### src/rtl/bcd_upcounter_2d_if.sv
// Control/status bundle for bcd_upcounter_2d: clear and start/pause requests in,
// BCD digits, carry, done flag, FSM state and LED bank out.
interface bcd_upcounter_2d_if;
   logic        i_clr;
   logic        i_start_pause;
   logic [3:0]  o_d0;
   logic [3:0]  o_d1;
   logic        o_cy0;
   logic        o_done;
   logic [1:0]  o_state;
   logic [15:0] o_LEDs;

   modport master (
      output i_clr, i_start_pause,
      input  o_d0, o_d1, o_cy0, o_done, o_state, o_LEDs
   );

   modport slave (
      input  i_clr, i_start_pause,
      output o_d0, o_d1, o_cy0, o_done, o_state, o_LEDs
   );
endinterface

### src/rtl/bcd_upcounter_2d.sv
// Two-digit BCD up-counter (00 -> LIMIT) with start/pause, clear and a terminal DONE state.
// Optional macro UPCNT_LED_BLINK_EN makes the LED bank blink in DONE instead of staying lit.
module bcd_upcounter_2d #(
   parameter logic [3:0] LIMIT_D1 = 4'd3,
   parameter logic [3:0] LIMIT_D0 = 4'd0
) (
   input logic              clk_d,
   input logic              rst,
   bcd_upcounter_2d_if.slave bus
);

   localparam logic [1:0] IDLE  = 2'd0;
   localparam logic [1:0] RUN   = 2'd1;
   localparam logic [1:0] PAUSE = 2'd2;
   localparam logic [1:0] DONE  = 2'd3;
   localparam logic [7:0] LIMIT = {LIMIT_D1, LIMIT_D0};

   generate
      if (LIMIT_D1 > 4'd9 || LIMIT_D0 > 4'd9) begin : g_badLimit
         $error("bcd_upcounter_2d: LIMIT digits must be BCD (0-9)");
      end
   endgenerate

   logic [1:0] r_state;
   logic [3:0] r_d0;
   logic [3:0] r_d1;

   logic [1:0] w_nextState;
   logic [3:0] w_nextD0;
   logic [3:0] w_nextD1;
   logic [3:0] w_incD0;
   logic [3:0] w_incD1;
   logic       w_hitLimit;

   // Candidate BCD increment; the limit test looks at the incremented value so DONE lands on the same edge
   assign w_incD0    = (r_d0 == 4'd9) ? 4'd0 : r_d0 + 4'd1;
   assign w_incD1    = (r_d0 == 4'd9) ? r_d1 + 4'd1 : r_d1;
   assign w_hitLimit = ({w_incD1, w_incD0} == LIMIT);

   always_comb begin
      w_nextState = r_state;
      w_nextD0    = r_d0;
      w_nextD1    = r_d1;
      if (bus.i_clr) begin
         w_nextState = IDLE;
         w_nextD0    = 4'd0;
         w_nextD1    = 4'd0;
      end else begin
         case (r_state)
            IDLE: begin
               if (bus.i_start_pause)
                  w_nextState = (LIMIT == 8'h00) ? DONE : RUN;
            end
            RUN: begin
               if (bus.i_start_pause) begin
                  w_nextState = PAUSE;
               end else begin
                  w_nextD0 = w_incD0;
                  w_nextD1 = w_incD1;
                  if (w_hitLimit)
                     w_nextState = DONE;
               end
            end
            PAUSE: begin
               if (bus.i_start_pause)
                  w_nextState = RUN;
            end
            DONE: begin
               w_nextState = DONE;
            end
         endcase
      end
   end

   always_ff @(posedge clk_d or posedge rst) begin
      if (rst) begin
         r_state <= IDLE;
         r_d0    <= 4'd0;
         r_d1    <= 4'd0;
      end else begin
         r_state <= w_nextState;
         r_d0    <= w_nextD0;
         r_d1    <= w_nextD1;
      end
   end

   assign bus.o_d0    = r_d0;
   assign bus.o_d1    = r_d1;
   assign bus.o_state = r_state;
   assign bus.o_done  = (r_state == DONE);
   assign bus.o_cy0   = (r_state == RUN) && (r_d0 == 4'd9) && !bus.i_clr && !bus.i_start_pause;

`ifdef UPCNT_LED_BLINK_EN
   logic r_blink;

   // Blink phase is forced high on DONE entry so the first DONE cycle shows a lit bank
   always_ff @(posedge clk_d or posedge rst) begin
      if (rst)
         r_blink <= 1'b0;
      else if (bus.i_clr)
         r_blink <= 1'b0;
      else if (w_nextState == DONE)
         r_blink <= (r_state == DONE) ? ~r_blink : 1'b1;
      else
         r_blink <= 1'b0;
   end

   assign bus.o_LEDs = ((r_state == DONE) && r_blink) ? 16'hFFFF : 16'h0000;
`else
   assign bus.o_LEDs = (r_state == DONE) ? 16'hFFFF : 16'h0000;
`endif

endmodule

### src/flat_wrapper.sv
// flat-port wrapper written by rule: the top's interface ports become plain ports
module bcd_upcounter_2d_flat 
#(
   parameter logic [3:0] LIMIT_D1 = 4'd3,
   parameter logic [3:0] LIMIT_D0 = 4'd0
)
  (clk_d, rst, bus_i_clr, bus_i_start_pause, bus_o_d0, bus_o_d1, bus_o_cy0, bus_o_done, bus_o_state, bus_o_LEDs);
  bcd_upcounter_2d_if bus_i ();
  input logic clk_d;
  input logic rst;
  input wire logic [$bits(bus_i.i_clr)-1:0] bus_i_clr;
  input wire logic [$bits(bus_i.i_start_pause)-1:0] bus_i_start_pause;
  output wire logic [$bits(bus_i.o_d0)-1:0] bus_o_d0;
  output wire logic [$bits(bus_i.o_d1)-1:0] bus_o_d1;
  output wire logic [$bits(bus_i.o_cy0)-1:0] bus_o_cy0;
  output wire logic [$bits(bus_i.o_done)-1:0] bus_o_done;
  output wire logic [$bits(bus_i.o_state)-1:0] bus_o_state;
  output wire logic [$bits(bus_i.o_LEDs)-1:0] bus_o_LEDs;
  assign bus_i.i_clr = bus_i_clr;
  assign bus_i.i_start_pause = bus_i_start_pause;
  assign bus_o_d0 = bus_i.o_d0;
  assign bus_o_d1 = bus_i.o_d1;
  assign bus_o_cy0 = bus_i.o_cy0;
  assign bus_o_done = bus_i.o_done;
  assign bus_o_state = bus_i.o_state;
  assign bus_o_LEDs = bus_i.o_LEDs;
  bcd_upcounter_2d #(.LIMIT_D1(LIMIT_D1), .LIMIT_D0(LIMIT_D0)) u_core (.clk_d(clk_d), .rst(rst), .bus(bus_i));
endmodule
### config.mk
export PLATFORM = sky130hd
export DESIGN_NAME = bcd_upcounter_2d_flat
export DESIGN_NICKNAME = d
export VERILOG_FILES = /design/src/rtl/bcd_upcounter_2d_if.sv /design/src/rtl/bcd_upcounter_2d.sv /design/src/flat_wrapper.sv
export SDC_FILE = /design/constraint.sdc
export NUM_CORES = 1
export LEC_CHECK = 0
export BUFFER_PORTS_ARGS = -buffer_cell sky130_fd_sc_hd__buf_2
export CAP_MARGIN = 5
export CORE_MARGIN = 1
export CORE_UTILIZATION = 38
export DETAILED_ROUTE_END_ITERATION = 10
export PLACE_DENSITY_LB_ADDON = 0.15
export SETUP_SLACK_MARGIN = 0.2
export SLEW_MARGIN = 20
export SYNTH_ARGS = -nofsm -noshare
export SYNTH_HDL_FRONTEND = slang
export SYNTH_SLANG_ARGS = --single-unit
### constraint.sdc
create_clock -name clk_d -period 1.5 [get_ports clk_d]
set_clock_uncertainty 0.1 [all_clocks]
set_input_delay 0.075 -clock clk_d [delete_from_list [all_inputs] [get_ports clk_d]]
set_output_delay 0.075 -clock clk_d [all_outputs]
set_load 0.02 [all_outputs]
-- After elaboration in Yosys (flattened, before gate mapping)
Index checks and enable logic that the tools add are counted.
Widths: inputs -> output; s select.
- mux-type cells: 14
- eq/ne operators: 8
- add/subtract/negate cells: 2
- reduce and logical (&&, ||, !) cells: 10
- operators with widths (operator ; number):
    $mux 4 ; 8
    $mux 16 ; 1
    $add 4x1->4 const B ; 2
    $eq 8x6->1 const B ; 1
    $mux 2 ; 4
    $pmux 2 s3 ; 1
    $eq 2x2->1 const B ; 2
    $eq 4x4->1 const B ; 1
    $ne 4x3->1 const B ; 1
    $reduce_and 2->1 ; 2
    $logic_and 1x1->1 ; 3
    $ne 3x1->1 const B ; 1
    $eq 2x1->1 const B ; 1
    $logic_not 1->1 ; 2
    $logic_not 2->1 ; 1
    $ne 2x2->1 const B ; 1
    $reduce_bool 2->1 ; 1
    $reduce_or 2->1 ; 1
- flip-flop bits (word level): 10
- input port bits: 4
- logic and storage cells: 37

-- Longest topological paths before layout
Gate-level depths: netlist of run 1.
- word-level depth: 7
- gate-level depth with buffers: 7

-- Least setup slack after synthesis of run 1
Ideal clock, no wire load.
- path kind: reg-to-reg
- start: register u_core.r_d0[0], in the netlist u_core.bus.o_d0[0]
- end: register u_core.r_state[1], in the netlist u_core.bus.o_state[1]
- setup time: 94 ps
- required time: 1306 ps
- setup slack: -205 ps
- cell stages (with the launch flop): 7
- data arrival time: 1512 ps
- path through: dfrtp_1 ha_1 and3b_1 nand2_1 xor2_1 nand4_1 a211oi_1
- longest elaborated chain between the ends: 5
- elaborated cells on any way between the ends: 7
- RTL lines (item ; RTL line ; text):
    from (decl) ; bcd_upcounter_2d.sv:25 ; logic [3:0] r_d0;
    from (signal assigned) ; bcd_upcounter_2d.sv:82 ; r_d0 <= w_nextD0;
    $add 4x1->4 / $eq 4x4->1 (equally long branches) ; bcd_upcounter_2d.sv:36, bcd_upcounter_2d.sv:37 ;
    $mux 4 (on tied branches) ; bcd_upcounter_2d.sv:36, bcd_upcounter_2d.sv:37 ;
    $eq 8x6->1 (*) ; bcd_upcounter_2d.sv:38 ; assign w_hitLimit = ({w_incD1, w_incD0} == LIMIT);
    $ne 4x3->1 (no line) (*) ; - ;
    $reduce_and 2->1 (no line) (*) ; - ;
    to (signal assigned) ; bcd_upcounter_2d.sv:81 ; r_state <= w_nextState;
    to (decl) ; bcd_upcounter_2d.sv:24 ; logic [1:0] r_state;
Mark *: on every way between the ends. The rest lies on a longest branch, timed or not.
A chain may end at the register's enable or synchronous reset.

-- Final worst setup path of run 1
Same ends and word-level chain as after synthesis.

==> results of run 1 <==
[worst max-delay path, cell delays in order (launching register included)]
cell      delay, ns
dfrtp_2        0.45
ha_4           0.17
and3b_2        0.21
nand2_1        0.07
xor2_1         0.18
nand4_1        0.10
a211oi_1       0.20
[layer usage]
metal / vias up / track usage / routed length, um
li1: 346 / - / -
met1: 326 / 0.2275 / 770
met2: 26 / 0.3629 / 959
met3: 5 / 0.03571 / 98
met4: 0 / 0.1091 / 36
met5: - / 0 / 0
[flip-flops by register name, summed over array words and instances (netlist names)]
name / count
u_core.bus.o_state: 2
u_core.bus.o_d1: 4
u_core.bus.o_d0: 4
[repair_timing]
action	CTS	global route
cloned	2	0
hold endpoints to repair	10	0
pin swaps	9	6
hold buffers	1	0
endpoints found under the setup margin	27	28
buffers inserted	5	2
resized for setup	53	12
[kinds of logic after synthesis]
family | count (synthesis) | share of synthesized area
flops | 10 | 0.3497
fa+ha+maj | 3 | 0.05245
xor+xnor | 3 | 0.03672
buf+inv | 20 | 0.1888
compound gates | 11 | 0.09791
simple gates | 36 | 0.2745
[power by group through the flow]
stage | logic [mW] | registers, mW | clock network, mW
2_1_floorplan | 0.0702 | 0.308 | 0
3_3_place_gp | 0.119 | 0.293 | 0
3_5_place_dp | 0.120 | 0.294 | 0
4_1_cts | 0.163 | 0.289 | 0.192
5_1_grt | 0.199 | 0.291 | 0.206
6_report | 0.185 | 0.289 | 0.195
[cell type report]
type | instances | area share
well taps | 25 | 0.02621
multi-input cells | 55 | 0.3533
flip-flops and latches | 10 | 0.2138
inverters | 3 | 0.009434
clock buffers | 3 | 0.01887
repair buffers | 50 | 0.3784
[cells in the mapped netlist, drive strengths merged]
cell type and instances:
a211oi 3, a21oi 5, a311oi 1, a31oi 1
and2 1, and3b 1, buf 16, clkbuf 1
dfrtp 10, ha 3, inv 3, nand2 6
nand2b 1, nand3 5, nand3b 2, nand4 3
nor2 14, nor3 1, nor3b 1, o21a 1
or3b 1, xnor2 1, xor2 2
[worst max-delay path by stage]
stage / slack, ns / to / cells after the start
4_1_cts: -0.07 / u_core.bus.o_state[1]$_DFFE_PP0P_ / 7
3_5_place_dp: -0.03 / u_core.bus.o_state[1]$_DFFE_PP0P_ / 6
3_3_place_gp: -0.001 / u_core.bus.o_state[1]$_DFFE_PP0P_ / 6
2_1_floorplan: -0.05 / u_core.bus.o_state[1]$_DFFE_PP0P_ / 6
6_report: -0.08 / u_core.bus.o_state[1]$_DFFE_PP0P_ / 6
5_1_grt: -0.13 / bus_o_cy0 / 6
==> results by group, run 1 <==
Die
  • Die area: 2061 um^2
  • Boundary Pins: 32
  • Starting Density: 0.4100
  • Core area: 1745 um^2
  • Std-Cell Rows: 15
  • Die H: 45.40 um
  • Die W: 45.40 um

Routing
  • Remaining antenna violation count: 0
  • Drt wl/cell: 12.77 um
  • Total number of vias: 703
  • Pre-Repair DR Iteration Count: 4
  • WL final: 1865 um
  • Via-per-instance ratio: 4.815
  • Iter 0 DRT Violations: 15
  • DRC viols: 0

STA
  • Fmax: 0.6348 GHz
  • Final setup violation count: 2
  • Hold Fails Final Rpt: 0
  • Worst slew margin: 0.7348
  • Setup WS post-layout: -0.07530 ns
  • Final Slew Violations: 0
  • Worst hold slack: ~0.0015 ns
  • RSZ-0062 raised after global routing: yes
  • Minimum clock period: 1.575 ns
  • Setup TNS: -0.1446 ns
  • Tcrit/Tclk final: 1.050
  • Worst slew pin tran: 0.3974 ns

Pwr
  • Net Sw Power: just over 200 uW
  • Leak: between 0.5 and 0.6 nW
  • Total power: between 600 and 700 uW
  • Switching Share: 0.3072
  • Peak VDD IR: between 0.0004 and 0.0005 V
  • Clock share of power: 0.291
  • Power Dens Cells: 561.1 nW/um^2
  • Sequential Power Share: 0.432
  • Part of the power in combinational logic: 0.277
  • Int Power: 464.0 uW

Critical path
  • R2r endpoint: u_core.bus.o_state[1]$_DFFE_PP0P_
  • Setup Crit Path Kind: register to register
  • CP Launch Type: register
  • Required time worst endpoint: 1.59 ns
  • Crit Path Max Fanout: 3
  • Worst reg-to-reg setup slack: -0.08 ns
  • Crit path DAT: 1.66 ns
  • Crit path launch: u_core.bus.o_d0[0]$_DFFE_PP0P_
  • Crit. End Element: register
  • R2r startpoint: u_core.bus.o_d0[0]$_DFFE_PP0P_
  • R2R depth: 6

Placement
  • Global placement routability congestion: 0.8132
  • Cells after DPL: roughly 130
  • Post-Place Worst Slack: -0.03340 ns
  • IO buf count: 31
  • DP Area: 880.8 um^2
  • Dpl hpwl: 1105 um

Cells and area
  • Antenna diode count: 0
  • Most common cell after layout, fill and taps aside: buf_6
  • FF+latch area: 255.2 um^2
  • Nets: 130
  • Number of fill cells: 133
  • Multi-input gate area: 421.7 um^2
  • Area delta synth->final: 66.78%
  • Post-route insts no fill: 146
  • Final Cell Area: 1194 um^2
  • Final Core Density: 0.6839
  • Commonest cells after routing, fill and taps aside: 27 x buf_6, 11 x buf_2, 11 x buf_4
  • Proportion of layout cells with a drive suffix above 1: 0.6446

Min path
  • Number of instances on the worst hold path: 3
  • Hold path startpoint: bus_i_start_pause
  • Hold EP: u_core.bus.o_state[0]$_DFFE_PP0P_
  • Worst hold path class: primary input to register

Clock tree
  • Clock Latency Late Sink: 0.27 ns
  • Sink Count: 10
  • CTS tree: built
  • Clock Pin Slew Worst Setup and Hold Paths: 0.07 ns
  • Root buffer cell: clkbuf_4
  • TritonCTS Buffers: 3
  • Clk buf depth: 2
  • H-Tree Depth: 1

Global routing
  • Initial antenna violation count: 0
  • Largest net degree at the start of global routing: 12
  • Number of global-route vias before repair: around 630
  • Global-route usage over all layers: 0.2038
  • Global-route wire length before repair: 2849 um
  • Grt total ovfl: 0

Synthesis
  • Syn_area_per_cell: 8.623 um^2
  • Yosys top cell by area: dfrtp_1
  • Cells after synthesis: 83
  • Sequential share of the synthesized area: 0.3497
  • Distinct cells, synth: 25
  • Top area cells in the synthesized netlist: dfrtp_1 35%, buf_4 17%, nor2_1 6.8%
  • Yosys reg bits: 10
  • Mapped Nets: 90
  • Yosys Warn Count: 0
  • Synthesized area: between 700 and 800 um^2
  • Synth top area share: 0.3497

Run
  • Max cap viols: 0

Run status
  • Status: finished with violations
  • Failing checks: negative setup slack
Power figures use the tool's default switching activity.
==> run 2, diff against run 1 <==
- PLACE_DENSITY: default -> 0.79
- PLACE_DENSITY_LB_ADDON: 0.15 -> default
==> run 2 against run 1 <==
Effect of this change: the run still ends with negative setup slack left; sequential cell count did not move; critical path type unchanged; largest power group unchanged; count of clock-buffer cells in the layout rose by 1; sequential share of layout area rose by 0.25 points; sequential power barely moved; combinational power fell by 8%; first-iteration DRC count fell by 87%; setup slack got worse by 0.013 ns; core utilization fell by 0.79 points; cell count rose by 0.68%; die area did not move.
==> results by group, run 2 (synthesis results as in run 1) <==
Global routing
  • Initial antenna violation count: 0 (unchanged)
  • Largest net degree at the start of global routing: 12 (unchanged)
  • Number of global-route vias before repair: 655 (+4.8%)
  • Global-route usage over all layers: 0.1927 (-0.01114)
  • Global-route wire length before repair: 2794 um (-1.9%)
  • Grt total ovfl: 0 (unchanged)

Run status
  • Status: finished with violations
  • Failing checks: negative setup slack

Critical path
  • Worst Path Buf+Inv: 0 (unchanged)
  • R2r startpoint: u_core.bus.o_state[1]$_DFFE_PP0P_
  • Setup Crit Path Kind: register to register
  • Crit. End Element: register
  • R2r endpoint: u_core.bus.o_d1[3]$_DFFE_PP0P_
  • Required time worst endpoint: 1.56 ns (-0.03 ns)
  • Max stage delay on crit path: 0.44 ns (about the same)
  • Worst path slowest cell: dfrtp_2
  • Crit path max-delay family: simple AND/OR/NAND/NOR gates
  • Crit path DAT: 1.64 ns (-0.02 ns)
  • CP cell instances: or3b_4, nor2_4, nand4_1, xor2_1, nor2_1
  • CP Launch Type: register
  • R2R depth: 5 (-1)
  • Crit Path Max Fanout: 4 (+1)
  • Worst reg-to-reg setup slack: -0.09 ns (about the same)

Pwr
  • Net Sw Power: 207.9 uW (+1.0%)
  • Switching Share: 0.3090 (+0.001750)
  • Part of the power in combinational logic: 0.254 (-0.023)
  • Leak: 0.5632 nW (about the same)
  • Power Dens Cells: 570.2 nW/um^2 (+1.6%)
  • Int Power: 464.9 uW (+0.20%)
  • Sequential Power Share: 0.433 (about the same)
  • Peak VDD IR: 0.0004110 V (-17%)
  • Clock share of power: 0.313 (+0.022)

Die
  • Starting Density: 0.4100 (unchanged)
  • Core area: 1745 um^2 (unchanged)
  • Die W: 45.40 um (unchanged)
  • Std-Cell Rows: 15 (unchanged)
  • Die area: 2061 um^2 (unchanged)
  • Boundary Pins: 32 (unchanged)
  • Die H: 45.40 um (unchanged)

Min path
  • Hold path startpoint: bus_i_start_pause
  • Number of instances on the worst hold path: 3 (unchanged)
  • Hold EP: u_core.bus.o_state[0]$_DFFE_PP0P_
  • Worst hold path class: primary input to register

Cells and area
  • Nets: 130 (unchanged)
  • Number of fill cells: 157 (+18%)
  • Final Cell Area: 1180 um^2 (-1.2%)
  • Commonest cells after routing, fill and taps aside: 23 x buf_6, 14 x buf_4, 12 x nor2_1, 12 x buf_2, 6 x dfrtp_1
  • Area delta synth->final: 64.86%
  • Most common cell after layout, fill and taps aside: buf_6
  • FF+latch area: 255.2 um^2 (unchanged)
  • Proportion of layout cells with a drive suffix above 1: 0.6557 (+0.01111)
  • Multi-input gate area: 421.7 um^2 (unchanged)
  • Antenna diode count: 0 (unchanged)

STA
  • Minimum clock period: 1.588 ns (+0.01256 ns)
  • Worst slew pin tran: 0.4148 ns (+0.01732 ns)
  • Final Slew Violations: 0 (unchanged)
  • RSZ-0062 raised after global routing: yes
  • Worst slew margin: 0.7232 (-0.01156)
  • Fmax: 0.6298 GHz (-0.79%)
  • Hold Fails Final Rpt: 0 (unchanged)
  • Final setup violation count: 3 (+1)
  • Tcrit/Tclk final: 1.059 (+0.008371)
  • Setup WS post-layout: -0.08786 ns (-0.01256 ns)

Placement
  • IO buf count: 31 (unchanged)
  • DP Area: 888.4 um^2 (+0.85%)
  • Post-Place Worst Slack: -0.06268 ns (-0.02929 ns)
  • Global placement routability congestion: 0.8139 (about the same)
  • Dpl hpwl: 1175 um (+6.4%)

Routing
  • Iter 0 DRT Violations: 2 (-13)
  • Total number of vias: 736 (+4.7%)
  • DRC viols: 0 (unchanged)
  • Via-per-instance ratio: 5.007 (+4.0%)
  • Pre-Repair DR Iteration Count: 2 (-2)
  • WL final: 1969 um (+5.6%)
  • Drt wl/cell: 13.39 um (+4.9%)
  • Remaining antenna violation count: 0 (unchanged)

Clock tree
  • Clk buf depth: 2 (unchanged)
  • Sink Count: 10 (unchanged)
  • Root buffer cell: clkbuf_4
  • TritonCTS Buffers: 3 (unchanged)
  • Clock Pin Slew Worst Setup and Hold Paths: 0.07 ns (about the same)
  • H-Tree Depth: 1 (unchanged)
  • CTS tree: built
  • Clock Latency Late Sink: 0.28 ns (about the same)

Run
  • Max cap viols: 0 (unchanged)
-- run 2: cell types whose count changed in the layout (fill, tap and decap cells not counted), sizes merged --
cell    before  now
clkbuf       3    4
-- run 2: worst register-to-register path, cell delays in order (launching register included) --
cell,delay (ns)
dfrtp_2,0.44
or3b_4,0.41
nor2_4,0.11
nand4_1,0.12
xor2_1,0.22
nor2_1,0.07
-- run 2: cell type report --
| class | count | share of cell area |
|---|---|---|
| inverters | 3 | 0.009544 |
| multi-input cells | 55 | 0.3574 |
| well taps | 25 | 0.02651 |
| clock buffers | 4 | 0.02227 |
| repair buffers | 50 | 0.3680 |
| flip-flops and latches | 10 | 0.2163 |
-- run 2: worst max path at each step --
stage / from / endpoint / slack (ns) / depth (start not counted)
4_1_cts: u_core.bus.o_d0[1]$_DFFE_PP0P_ / u_core.bus.o_state[1]$_DFFE_PP0P_ / -0.08 / 7
2_1_floorplan: u_core.bus.o_d0[0]$_DFFE_PP0P_ / u_core.bus.o_state[1]$_DFFE_PP0P_ / -0.05 / 6
3_5_place_dp: u_core.bus.o_d0[0]$_DFFE_PP0P_ / u_core.bus.o_state[1]$_DFFE_PP0P_ / -0.06 / 6
5_1_grt: u_core.bus.o_d0[2]$_DFFE_PP0P_ / u_core.bus.o_d1[3]$_DFFE_PP0P_ / -0.15 / 5
3_3_place_gp: u_core.bus.o_d0[0]$_DFFE_PP0P_ / u_core.bus.o_state[1]$_DFFE_PP0P_ / 0.008 / 6
6_report: u_core.bus.o_state[1]$_DFFE_PP0P_ / u_core.bus.o_d1[3]$_DFFE_PP0P_ / -0.09 / 5
-- run 2: power by group through the flow --
stage / combinational, mW / clock, mW / sequential [mW]
after floorplan: 0.0702 / 0 / 0.308
after global placement: 0.120 / 0 / 0.294
after detailed placement: 0.123 / 0 / 0.295
after CTS: 0.158 / 0.209 / 0.291
after global routing: 0.185 / 0.213 / 0.293
final: 0.171 / 0.211 / 0.291
-- run 2: metal layers --
metal,track usage,up-vias,routed length (um)
li1,-,349,-
met1,0.2239,349,802
met2,0.3400,31,1017
met3,0.02381,7,102
met4,0.1030,0,47
met5,0,-,0
-- run 2: repair_timing --
item                                    4_1_cts  5_1_grt
buffers inserted                              4        2
hold buffers                                  1        0
endpoints found under the setup margin       26       28
hold endpoints to repair                     10        0
cloned                                        2        0
resized for setup                            53        6
pin swaps                                    10        7
-- run 2: per-stage QoR --
stage               hold WS [ns]  total power, mW    util  TNS (ns)  instances
global route             0.05416           0.6903  0.6760   -0.4221        147
floorplan                -0.1851           0.3785       -  -0.08531         83
CTS                      0.01244           0.6582  0.6495   -0.1932        145
global placement        -0.02609           0.4138  0.5090         0        134
detailed placement      -0.02037           0.4180  0.5090  -0.06268        134
finish                  0.006918           0.6727  0.6760   -0.2269        147
==> run 3, diff against run 2 <==
- CORE_MARGIN: 1 -> default
- CORE_UTILIZATION: 38 -> 41
- PLACE_DENSITY: 0.79 -> 0.84
==> run 3 against run 2 <==
Effect of this change: the flow finishes with violations (design-rule violations, negative setup slack); total power down 0.87%; setup slack better by 0.0099 ns; global-route usage up 2.2 points; design area up 0.11%; register-to-register slack better by 0.02 ns; cell count down 5.4%; sequential power about the same; count of clock-buffer cells in the layout unchanged; non-clock buffer count up 1; combinational power about the same; core utilization up 7.3 points; largest power group unchanged; routed wire length down 5.0%.
==> results by group, run 3 (synthesis results as in run 1) <==
Clock tree
  • TritonCTS Buffers: 3 (unchanged)
  • CTS tree: built
  • Root buffer cell: clkbuf_4
  • H-Tree Depth: 1 (unchanged)
  • Clk buf depth: 2 (unchanged)
  • Clock Pin Slew Worst Setup and Hold Paths: 0.07 ns (about the same)
  • Sink Count: 10 (unchanged)
  • Clock Latency Late Sink: 0.28 ns (about the same)

Die
  • Die W: 43.78 um (-3.6%)
  • Die area: 1917 um^2 (-7.0%)
  • Std-Cell Rows: 14 (-1)
  • Core area: 1577 um^2 (-9.7%)
  • Die H: 43.78 um (-3.6%)
  • Starting Density: 0.4540 (+0.04393)
  • Boundary Pins: 32 (unchanged)

STA
  • Fmax: 0.6337 GHz (+0.63%)
  • Setup WS post-layout: -0.07792 ns (+0.009939 ns)
  • Worst slew margin: 0.7287 (+0.005464)
  • Minimum clock period: 1.578 ns (-0.009939 ns)
  • Final setup violation count: 5 (+2)
  • Worst slew pin tran: 0.4066 ns (-0.008188 ns)
  • RSZ-0062 raised after global routing: yes
  • Hold Fails Final Rpt: 0 (unchanged)
  • Setup TNS: -0.2114 ns (+0.01551 ns)
  • Tcrit/Tclk final: 1.052 (-0.006626)
  • Final Slew Violations: 0 (unchanged)
  • Worst hold slack: 0.001360 ns (-0.005558 ns)

Routing
  • Drt wl/cell: 13.46 um (+0.49%)
  • Remaining antenna violation count: 0 (unchanged)
  • WL final: 1871 um (-5.0%)
  • Total number of vias: 722 (-1.9%)
  • Iter 0 DRT Violations: 8 (+6)
  • Via-per-instance ratio: 5.194 (+3.7%)
  • DRC viols: 5 (+5)
  • Pre-Repair DR Iteration Count: 7 (+5)

Global routing
  • Number of global-route vias before repair: 680 (+3.8%)
  • Largest net degree at the start of global routing: 12 (unchanged)
  • Global-route usage over all layers: 0.2151 (+0.02240)
  • Global-route wire length before repair: 2973 um (+6.4%)
  • Initial antenna violation count: 0 (unchanged)
  • Grt total ovfl: 0 (unchanged)

Cells and area
  • FF+latch area: 255.2 um^2 (unchanged)
  • Most common cell after layout, fill and taps aside: buf_6
  • Number of fill cells: 119 (-24%)
  • Commonest cells after routing, fill and taps aside: 25 x buf_6, 14 x buf_4, 12 x nor2_1
  • Multi-input gate area: 416.7 um^2 (-1.2%)
  • Area delta synth->final: 65.03%
  • Final Core Density: 0.7492 (+0.07322)
  • Proportion of layout cells with a drive suffix above 1: 0.6260 (-0.02972)
  • Post-route insts no fill: 139 (-5.4%)
  • Nets: 131 (+0.77%)
  • Antenna diode count: 0 (unchanged)

Run status
  • Failing checks: design-rule violations, negative setup slack
  • Status: finished with violations

Placement
  • Global placement routability congestion: 0.8357 (+2.7%)
  • IO buf count: 31 (unchanged)
  • Dpl hpwl: 1140 um (-3.0%)
  • Cells after DPL: 126 (-6.0%)

Min path
  • Number of instances on the worst hold path: 3 (unchanged)
  • Worst hold path class: primary input to register
  • Hold path startpoint: bus_i_start_pause
  • Hold EP: u_core.bus.o_state[0]$_DFFE_PP0P_

Critical path
  • Crit Path Max Fanout: 3 (-1)
  • CP Launch Type: register
  • Worst path slowest cell: dfrtp_2
  • Worst reg-to-reg setup slack: -0.07 ns (+0.02 ns)
  • R2r endpoint: u_core.bus.o_state[1]$_DFFE_PP0P_
  • R2R depth: 7 (+2)
  • Required time worst endpoint: 1.32 ns (-0.24 ns)
  • R2r startpoint: u_core.bus.o_d0[1]$_DFFE_PP0P_
  • CP cell instances: inv_2, ha_4, and3b_2, nand2_4, nor2_4, buf_6
  • Max stage delay on crit path: 0.41 ns (-0.03 ns)
  • Crit path DAT: 1.40 ns (-0.24 ns)
  • Crit. End Element: primary output
  • Setup Crit Path Kind: register to primary output

Run
  • Max cap viols: 0 (unchanged)

Pwr
  • Total power: 666.9 uW (-0.87%)
  • Peak VDD IR: 0.0005734 V (+40%)
  • Leak: 0.5825 nW (+3.4%)
  • Power Dens Cells: 564.6 nW/um^2 (-0.98%)
## run 3: power breakdown
group          switching [mW]  total, mW  internal [mW]  leakage, nW
Sequential            0.00894      0.288          0.279        0.131
Combinational          0.0909      0.173         0.0824        0.437
Clock                   0.102      0.205          0.103       0.0150
Total                   0.202      0.667          0.465        0.583
## run 3: routing by layer
metal / global-route usage / vias to the layer above / routed length [um]
li1: - / 354 / -
met1: 0.2324 / 336 / 709
met2: 0.4060 / 30 / 1024
met3: 0.05833 / 2 / 116
met4: 0.05625 / 0 / 20
met5: 0 / - / 0
## run 3: metrics by stage
step / instance area, um^2 / worst slack (ns)
floorplan: 735.7 / -0.04681
global placement: 884.6 / 0.009871
detailed placement: 884.6 / -0.05871
CTS: 1147 / -0.07774
global route: 1181 / -0.1798
finish: 1181 / -0.07792
## run 3: worst max-delay path, delay by kind of cell, from the launching register on
family	cells	cell delay, ns
flip-flops	1	0.41
AND/OR/NAND/NOR	3	0.40
buffers and inverters	2	0.19
adder cells (fa/ha/maj)	1	0.13
## run 3: final cells by class
| type | instances | area share |
|---|---|---|
| repair buffers | 51 | 0.3824 |
| multi-input cells | 55 | 0.3528 |
| clock buffers | 4 | 0.02225 |
| well taps | 16 | 0.01695 |
| flip-flops and latches | 10 | 0.2161 |
| inverters | 3 | 0.009534 |
## run 3: how the worst max path moves through the flow
stage / endpoint / slack, ns / depth (start not counted) / startpoint
final: bus_o_cy0 / -0.08 / 6 / u_core.bus.o_d0[1]$_DFFE_PP0P_
after global routing: u_core.bus.o_state[1]$_DFFE_PP0P_ / -0.18 / 7 / u_core.bus.o_d0[1]$_DFFE_PP0P_
after CTS: bus_o_cy0 / -0.08 / 6 / u_core.bus.o_state[1]$_DFFE_PP0P_
after detailed placement: u_core.bus.o_state[1]$_DFFE_PP0P_ / -0.06 / 7 / u_core.bus.o_d0[1]$_DFFE_PP0P_
after global placement: u_core.bus.o_state[1]$_DFFE_PP0P_ / 0.01 / 6 / u_core.bus.o_d0[0]$_DFFE_PP0P_
after floorplan: u_core.bus.o_state[1]$_DFFE_PP0P_ / -0.05 / 6 / u_core.bus.o_d0[0]$_DFFE_PP0P_
## run 3: what timing repair did
action                     CTS  global route
hold buffers                 1             0
gates cloned                 2             0
hold endpoints to repair    10             0
resized for setup           52             8
pin swaps                    8             6
setup endpoints to repair   27            29
setup buffers                6             0
